$ cat src/rtl/ae_pkg.sv
// Shared types and defaults for the auto-exposure controller.
// Holds the FSM state enum and the saturating dead-band helper.
package ae_pkg;

  typedef enum logic [2:0] {
    IDLE,
    PRIME,
    WAIT,
    CALC,
    REQ,
    SETTLE
  } ae_state_t;

  localparam int AE_EXP_W         = 16;
  localparam int AE_EXP_MIN       = 16;
  localparam int AE_EXP_MAX       = 4000;
  localparam int AE_EXP_INIT      = 1000;
  localparam int AE_STEP_SHIFT    = 3;
  localparam int AE_SETTLE_FRAMES = 2;

  typedef struct packed {
    logic [31:0] hi;
    logic [31:0] lo;
  } ae_band_t;

  // Band edges computed in 33 bits so they clip instead of wrapping.
  function automatic ae_band_t ae_band(
    input logic [31:0] target,
    input logic [31:0] tol
  );
    logic [32:0] h;
    logic [32:0] l;
    ae_band_t    b;
    h    = {1'b0, target} + {1'b0, tol};
    l    = {1'b0, target} - {1'b0, tol};
    b.hi = h[32] ? '1 : h[31:0];
    b.lo = l[32] ? '0 : l[31:0];
    return b;
  endfunction

endpackage

$ cat src/rtl/ae_step.sv
// Registered exposure step candidates: one step down and one step up,
// each already clamped to the legal exposure range.
module ae_step
  import ae_pkg::*;
#(
  parameter int               EXP_W      = AE_EXP_W,
  parameter logic [EXP_W-1:0] EXP_MIN    = EXP_W'(AE_EXP_MIN),
  parameter logic [EXP_W-1:0] EXP_MAX    = EXP_W'(AE_EXP_MAX),
  parameter int               STEP_SHIFT = AE_STEP_SHIFT
) (
  input  logic             c,
  input  logic [EXP_W-1:0] cur,
  output logic [EXP_W-1:0] dn,
  output logic [EXP_W-1:0] up
);

  logic [EXP_W:0] ext;
  logic [EXP_W:0] step;
  logic [EXP_W:0] sub;
  logic [EXP_W:0] add;
  logic           dn_clip;
  logic           up_clip;

  // One extra bit keeps add/subtract from wrapping ahead of the clamp.
  always_comb begin
    ext  = {1'b0, cur};
    step = ext >> STEP_SHIFT;
    if (step == '0) step = (EXP_W+1)'(1);
    sub     = ext - step;
    add     = ext + step;
    dn_clip = (ext < step) || (sub < {1'b0, EXP_MIN});
    up_clip = add > {1'b0, EXP_MAX};
  end

  always_ff @(posedge c) begin
    dn <= dn_clip ? EXP_MIN : sub[EXP_W-1:0];
    up <= up_clip ? EXP_MAX : add[EXP_W-1:0];
  end

endmodule

$ cat src/rtl/auto_exposure.sv
// Closed-loop exposure controller: frame totals from accumulator
// snapshots, dead-band compare, req/ack exposure write, settle window.
module auto_exposure
  import ae_pkg::*;
#(
  parameter int               EXP_W         = AE_EXP_W,
  parameter logic [EXP_W-1:0] EXP_MIN       = EXP_W'(AE_EXP_MIN),
  parameter logic [EXP_W-1:0] EXP_MAX       = EXP_W'(AE_EXP_MAX),
  parameter logic [EXP_W-1:0] EXP_INIT      = EXP_W'(AE_EXP_INIT),
  parameter int               STEP_SHIFT    = AE_STEP_SHIFT,
  parameter int               SETTLE_FRAMES = AE_SETTLE_FRAMES
) (
  input  logic             c,
  input  logic             rst,
  input  logic             en,
  input  logic [31:0]      sum,
  input  logic             frame_end,
  input  logic [31:0]      target,
  input  logic [31:0]      tol,
  output logic [EXP_W-1:0] exp_val,
  output logic             exp_wr_req,
  input  logic             exp_wr_ack,
  output logic [31:0]      frame_sum,
  output logic             locked
);

  localparam logic [3:0] SETTLE_LAST = 4'(SETTLE_FRAMES - 1);

  ae_state_t        state;
  logic [31:0]      sum_prev;
  logic [3:0]       settle_cnt;
  logic [EXP_W-1:0] exp_dn;
  logic [EXP_W-1:0] exp_up;
  ae_band_t         band;

  assign band = ae_band(target, tol);

  ae_step #(
    .EXP_W      (EXP_W),
    .EXP_MIN    (EXP_MIN),
    .EXP_MAX    (EXP_MAX),
    .STEP_SHIFT (STEP_SHIFT)
  ) u_step (
    .c   (c),
    .cur (exp_val),
    .dn  (exp_dn),
    .up  (exp_up)
  );

  always_ff @(posedge c) begin
    if (rst) begin
      state      <= IDLE;
      sum_prev   <= '0;
      frame_sum  <= '0;
      exp_val    <= EXP_INIT;
      exp_wr_req <= 1'b0;
      locked     <= 1'b0;
      settle_cnt <= '0;
    end else begin
      if (frame_end && state != IDLE) begin
        sum_prev <= sum;
        if (state != PRIME) frame_sum <= sum - sum_prev;
      end
      unique case (state)
        IDLE: if (en) state <= PRIME;
        PRIME: begin
          if (!en) state <= IDLE;
          else if (frame_end) state <= WAIT;
        end
        WAIT: begin
          if (!en) state <= IDLE;
          else if (frame_end) state <= CALC;
        end
        CALC: begin
          if (!en) begin
            state <= IDLE;
          end else if (frame_sum > band.hi && exp_dn != exp_val) begin
            exp_val    <= exp_dn;
            locked     <= 1'b0;
            exp_wr_req <= 1'b1;
            state      <= REQ;
          end else if (frame_sum < band.lo && exp_up != exp_val) begin
            exp_val    <= exp_up;
            locked     <= 1'b0;
            exp_wr_req <= 1'b1;
            state      <= REQ;
          end else begin
            locked <= 1'b1;
            state  <= WAIT;
          end
        end
        // The handshake always completes, even if en has dropped.
        REQ: begin
          if (exp_wr_ack) begin
            exp_wr_req <= 1'b0;
            settle_cnt <= '0;
            state      <= en ? SETTLE : IDLE;
          end
        end
        SETTLE: begin
          if (!en) begin
            state <= IDLE;
          end else if (frame_end) begin
            if (settle_cnt == SETTLE_LAST) state <= WAIT;
            else settle_cnt <= settle_cnt + 4'd1;
          end
        end
        default: state <= IDLE;
      endcase
    end
  end

endmodule
$ cat config.mk
export PLATFORM = sky130hd
export DESIGN_NAME = auto_exposure
export DESIGN_NICKNAME = d
export VERILOG_FILES = /design/src/rtl/ae_pkg.sv /design/src/rtl/ae_step.sv /design/src/rtl/auto_exposure.sv
export SDC_FILE = /design/constraint.sdc
export NUM_CORES = 1
export LEC_CHECK = 0
export ABC_AREA = 1
export BUFFER_PORTS_ARGS = -buffer_cell sky130_fd_sc_hd__buf_2
export CAP_MARGIN = 20
export CORE_UTILIZATION = 55
export DETAILED_ROUTE_END_ITERATION = 8
export PLACE_DENSITY_LB_ADDON = 0.15
export SLEW_MARGIN = 10
export SYNTH_ARGS = -nofsm -noshare
export SYNTH_HDL_FRONTEND = slang
export SYNTH_SLANG_ARGS = --single-unit
$ cat constraint.sdc
create_clock -name c -period 6.2 [get_ports c]
set_input_delay 1.86 -clock c [delete_from_list [all_inputs] [get_ports c]]
set_output_delay 1.86 -clock c [all_outputs]
set_load 0.01 [all_outputs]
# After elaboration in Yosys (flattened, before gate mapping)

Cells that the tools add are included.

Add/sub/neg operators: 6
$lt $le $gt $ge: 5
Eq/ne operators: 20
Multiplexer cells: 31
Reductions and logical operators: 16

Operator list:

| kind                                                                              | count |
|---|---|
| 32-bit two-way mux                                                                | 2 |
| 3-bit two-way mux                                                                 | 13 |
| 32-bit by 32-bit adder with 33-bit output                                         | 1 |
| 32-bit by 32-bit subtractor with 33-bit output                                    | 1 |
| 32-bit greater-than comparator                                                    | 1 |
| 32-bit < comparator                                                               | 1 |
| 16-bit two-way mux                                                                | 2 |
| 16-bit inequality test                                                            | 2 |
| 32-bit subtractor                                                                 | 1 |
| 3-bit one-hot mux with 6 select lines                                             | 1 |
| 16-bit by 17-bit adder with 17-bit output                                         | 1 |
| 17-bit by 12-bit greater-than comparator with 1-bit output, second input constant | 1 |
| 17-bit logical NOT                                                                | 1 |
| 16-bit by 17-bit < comparator with 1-bit output                                   | 1 |
| 17-bit by 5-bit < comparator with 1-bit output, second input constant             | 1 |
| 16-bit by 17-bit subtractor with 17-bit output                                    | 1 |
| 4-bit two-way mux                                                                 | 4 |
| 3-bit inequality test, second input constant                                      | 5 |
| 13-bit two-way mux                                                                | 1 |
| 2-bit inequality test, second input constant                                      | 6 |
| 4-bit one-hot mux with 2 select lines                                             | 1 |
| 3-bit by 2-bit equality test with 1-bit output, second input constant             | 2 |
| 3-bit equality test, second input constant                                        | 2 |
| 1-bit two-way mux                                                                 | 6 |
| 15 further kinds                                                                  | 20 |

Bits in registers: 121
Input port bits: 101
Output and inout bits: 50

# Longest topological paths before layout

Depth after elaboration: 8
Mapped depth: 33

# Hierarchy

From an unflattened synthesis, not the netlist that was laid out.

Cell total of the unflattened synthesis: 2158
Area, all modules: 13686.9 µm²

Modules (own cells, without submodules):

| module        | instances | cells each | area each (µm²) | sequential area each (µm²) |
|---|---|---|---|---|
| auto_exposure | 1         | 1678       | 10805.4         | 1781.7 |
| ae_step       | 1         | 480        | 2881.5          | 640.6 |

# Worst setup path after synthesis

Ideal clock, no wire load.

Path kind: input to register
Start point: input port target[0]
End point: register exp_val[0]
Setup time: 116 ps
Data arrival time: 5946 ps
Data required time: 6084 ps
Slack: 138 ps
Stages: 31
Buffers on the path: 3
Path through: ha_1 > inv_1 > fa_1 > or2_1 > o21ai_1 > a21oi_2 > inv_2 > nand3_1 > nand2_1 > a21boi_4 > o21ai_2 > nand3_1 > nand2_1 > a21oi_2 > inv_2 > buf_2 > buf_6 > nor2_1 > ha_1 > nand2_1 > inv_1 > a221oi_1 > o21ai_0 > a31oi_1 > a21boi_0 > o21ai_0 > nand2_1 > clkbuf_1 > o21ai_0 > o21ai_0 > nor2_1

Cells in the longest elaborated chain, start to end: 6
Elaborated cells on any way between the ends: 11
Classes of those cells: add/sub: 2; order compare: 2; mux: 3; reduce/logical: 4

RTL lines:

| what                                                                                                               | line                                     | text |
|---|---|---|
| start: declaration                                                                                                 | auto_exposure.sv:18                      | `input logic [31:0] target,` |
| 32-bit by 32-bit adder with 33-bit output / 32-bit by 32-bit subtractor with 33-bit output (equally long branches) | ae_pkg.sv:34, ae_pkg.sv:35               |  |
| 32-bit two-way mux, on equally long branches                                                                       | ae_pkg.sv:36, ae_pkg.sv:37               |  |
| 32-bit greater-than comparator / 32-bit < comparator (equally long branches)                                       | auto_exposure.sv:77, auto_exposure.sv:82 |  |
| 1-bit logical AND, on equally long branches                                                                        | auto_exposure.sv:77, auto_exposure.sv:82 |  |
| 2-bit nonzero test (no source line)                                                                                | --                                       |  |
| 3-bit AND reduction (no source line)                                                                               | --                                       |  |
| end signal: assignment                                                                                             | auto_exposure.sv:78                      | `exp_val <= exp_dn;` |
| end signal: assignment                                                                                             | auto_exposure.sv:83                      | `exp_val <= exp_up;` |
| end: declaration                                                                                                   | auto_exposure.sv:20                      | `output logic [EXP_W-1:0] exp_val,` |

Several ways; a longest one is shown, not always the timed one.
A chain may end at the register's enable or synchronous reset.

# Worst setup path after layout

Start point: input port tol[19]
End point: register exp_wr_req

Cells in the longest elaborated chain, start to end: 7
Elaborated cells on any way between the ends: 13
Classes of those cells: add/sub: 2; order compare: 2; eq/ne: 1; mux: 5; reduce/logical: 3

RTL lines:

| what                                      | line                | text |
|---|---|---|
| start: declaration                        | auto_exposure.sv:19 | `input logic [31:0] tol,` |
| 32-bit by 32-bit adder with 33-bit output | ae_pkg.sv:34        | `h = {1'b0, target} + {1'b0, tol};` |
| 32-bit two-way mux                        | ae_pkg.sv:36        | `b.hi = h[32] ? '1 : h[31:0];` |
| 32-bit greater-than comparator            | auto_exposure.sv:77 | `end else if (frame_sum > band.hi && exp_dn != exp_val) begin` |
| 1-bit logical AND                         | auto_exposure.sv:77 |  |
| 1-bit two-way mux                         | auto_exposure.sv:77 |  |
| 1-bit two-way mux                         | auto_exposure.sv:75 | `if (!en) begin` |
| 1-bit one-hot mux with 2 select lines     | auto_exposure.sv:64 | `unique case (state)` |
| end signal: assignment                    | auto_exposure.sv:80 | `exp_wr_req <= 1'b1;` |
| end signal: assignment                    | auto_exposure.sv:85 | `exp_wr_req <= 1'b1;` |
| end signal: assignment                    | auto_exposure.sv:95 | `exp_wr_req <= 1'b0;` |
| end: declaration                          | auto_exposure.sv:21 | `output logic exp_wr_req,` |

Several ways; a longest one is shown, not always the timed one. The select of a mux whose other input is x is not followed.

==> summary.txt <==
ys flop type = dfxtp_1
Core Util, Final = 64.64%
Worst setup SP type = input pin
Synth area leader = dfxtp_1
Lkg Pwr = 7.829 nW
run status = finished, final reports clean
Initial DRC Count = 936
clock root buffer = clkbuf_16
Num CTS Buffers = 17
critical path class = input pin to flop
drt pass-1 iters = 5
fin. max-slew vios = 0
NumNets Final = 2477
Hold-fix buffers, CTS = 0
Synth async-reset ratio = 0%
Mapped Cells = 2020
top cells by area, synth = dfxtp_1, ha_1, nand2_1
Setup-failing EPs final = 0
Synth Warn # = 0
Post-synth top cells = nand2_1, inv_1, nor2_1
largest net degree at the start of global routing = 60
Final Hold Vio Count = 0
pwr dens = 200.3 nW/um2
setup ws final = 0.3248 ns
initial core utilization = 56.18%
total negative setup slack = 0 ns
number of global-route vias before repair = 12747
synthesized flop and latch total = 121
fraction of layout cells with a size suffix above 1 = 14.25%
routed vias/inst = 5.519
Inst Count DP = 2484
H-tree depth = 4
clock buffer depth = 2
post-DP HPWL = 32140 um
Top Ports = 151
Synth cell types = 61
EDFF count, synth = 0
Post-Syn Area per Cell = 6.528 um2
Hold WC Path Type = flop to flop
# port buffers = 150
sequential element share of the synthesized area = 18.37%
Area Growth Syn to Fin = 15.07%
first-pass GRT wire length = 63200 um
Non-Filler Instances = 2517
Mapped Area = 13190 um2
vias = 13891
Peak supply drop = 0.1633 mV
most numerous cell in the Yosys netlist = nand2_1
CP max-delay cell = a221oi_1
worst slew pin tran = 1.047 ns
number of antenna-violating nets in the routed design = 0
Total Routing Usage GR = 32.34%
die height = 156.8 um
fmax = 0.1702 GHz
DRC Markers = 0
critical path peak fanout = 18
Arr. time, crit path = 6.17 ns
initial antenna violation count = 1
overall power = 3.040 mW
insertion delay to the later sink of the worst-skew pair = 0.41 ns
critical path required time = 6.49 ns
Worst-path clk slew = 0.06 ns
Max Cap Viol = 0
crit-path max cell delay = 0.48 ns
core area = 23470 um2
total wire length = 39500 um
WL per Instance = 15.69 um
min cycle time layout = 5.875 ns
Die X-Extent = 156.8 um
row cnt = 56
pre-CTS setup slack = -0.2164 ns
Clock Sinks = 121
final period utilization = 94.76%
Max-slew headroom = 30.05%
Placer Congestion = 1.011
grt total ovfl = 0
die area = 24600 um2
top-area cell type share of the netlist area = 18.37%
CTS tree = done
Clock Skew = 0.01181 ns
endpoint type of the worst setup path = flop
==> logic make-up after synthesis <==
group	after synthesis	share of synthesized area [%]
AOI/OAI and AO/OA	470	20.78
xor gates and xnor gates	101	6.708
adders and majority gates	191	18.41
buffers and inverters	387	11.70
DFF	121	18.37
other	1	0.02844
and+or+nand+nor	749	24.01
==> routing by layer <==
metal | global-route usage [%] | part of all wire, % | up-vias
met1 | 43.53 | 46 | 6361
met4 | 11.95 | 2.7 | 0
met3 | 3.434 | 6.0 | 67
met2 | 53.02 | 45 | 476
met5 | 0 | 0 | -
li1 | - | - | 6987
==> critical path, delay by kind of cell <==
kind                     cells  cell delay, ns
adder cells (fa/ha/maj)      2            0.54
AND/OR/NAND/NOR              6            0.63
AO/OA/AOI/OAI               11            2.33
buffers and inverters        8            0.78
==> final cells by class <==
cell class	instances	area [um2]
Sequential cell	121	2422
Clock buffer	18	439.2
Fill cell	2228	8299
Clock inverter	13	142.6
Antenna cell	1	2.502
Tap cell	319	399.1
Multi-Input combinational cell	1515	9293
Timing Repair Buffer	224	1326
Inverter	306	1149
==> state kept, by name, summed over array words and instances, names as in the netlist <==
signal and count:
settle_cnt 4, exp_wr_req 1, state 3, sum_prev 32
u_step.dn 16, frame_sum 32, u_step.up 16, exp_val 16
locked 1
==> metrics by stage <==
stage          hold slack (ns)  instance area [um2]
2_1_floorplan           0.4331                13200
3_3_place_gp            0.4417                14530
3_5_place_dp            0.4492                14530
4_1_cts                 0.4574                15110
5_1_grt                 0.4741                15170
6_report                0.4553                15170
==> cells in the final DEF, fill, tap and decap left out, types with 7 or more instances in the layout <==
master,count
nand2_2,10
or2_2,7
xor2_1,63
o21ai_0,118
o21ai_1,23
a21oi_1,202
ha_1,186
o21bai_1,10
nor3_1,32
dfxtp_1,121
a21boi_0,7
a31oi_1,11
nand3_1,82
o21a_1,10
clkbuf_16,17
a21oi_2,9
nand2_1,315
nor2_1,242
inv_1,298
nand4_1,29
xnor2_1,38
buf_2,150
a211oi_1,9
o211ai_1,17
buf_4,71
nor4_1,13
a221oi_1,9
==> final timing paths <==
| kind | startpoint | end | slack [ns] | depth (start not counted) |
|---|---|---|---|---|
| max | tol[19] | exp_wr_req$_SDFFE_PP0P_ | 0.32 | 27 |
| min | sum_prev[10]$_SDFFE_PP0P_ | sum_prev[10]$_SDFFE_PP0P_ | 0.46 | 2 |
| max reg2reg | exp_val[14]$_SDFFE_PP0P_ | u_step.up[1]$_SDFF_PN0_ | 1.89 | 16 |
| min reg2reg | sum_prev[10]$_SDFFE_PP0P_ | sum_prev[10]$_SDFFE_PP0P_ | 0.46 | 2 |
==> power by group <==
part	switching, mW	internal (mW)
Sequential	0.0451	0.835
Combinational	0.735	0.451
Clock	0.371	0.603
Total	1.15	1.89
==> what timing repair did <==
action	CTS	global route
setup endpoints to repair	0	20
setup buffers	0	1
resized for setup	0	21
Note: power is estimated with default switching activity, not from simulation.
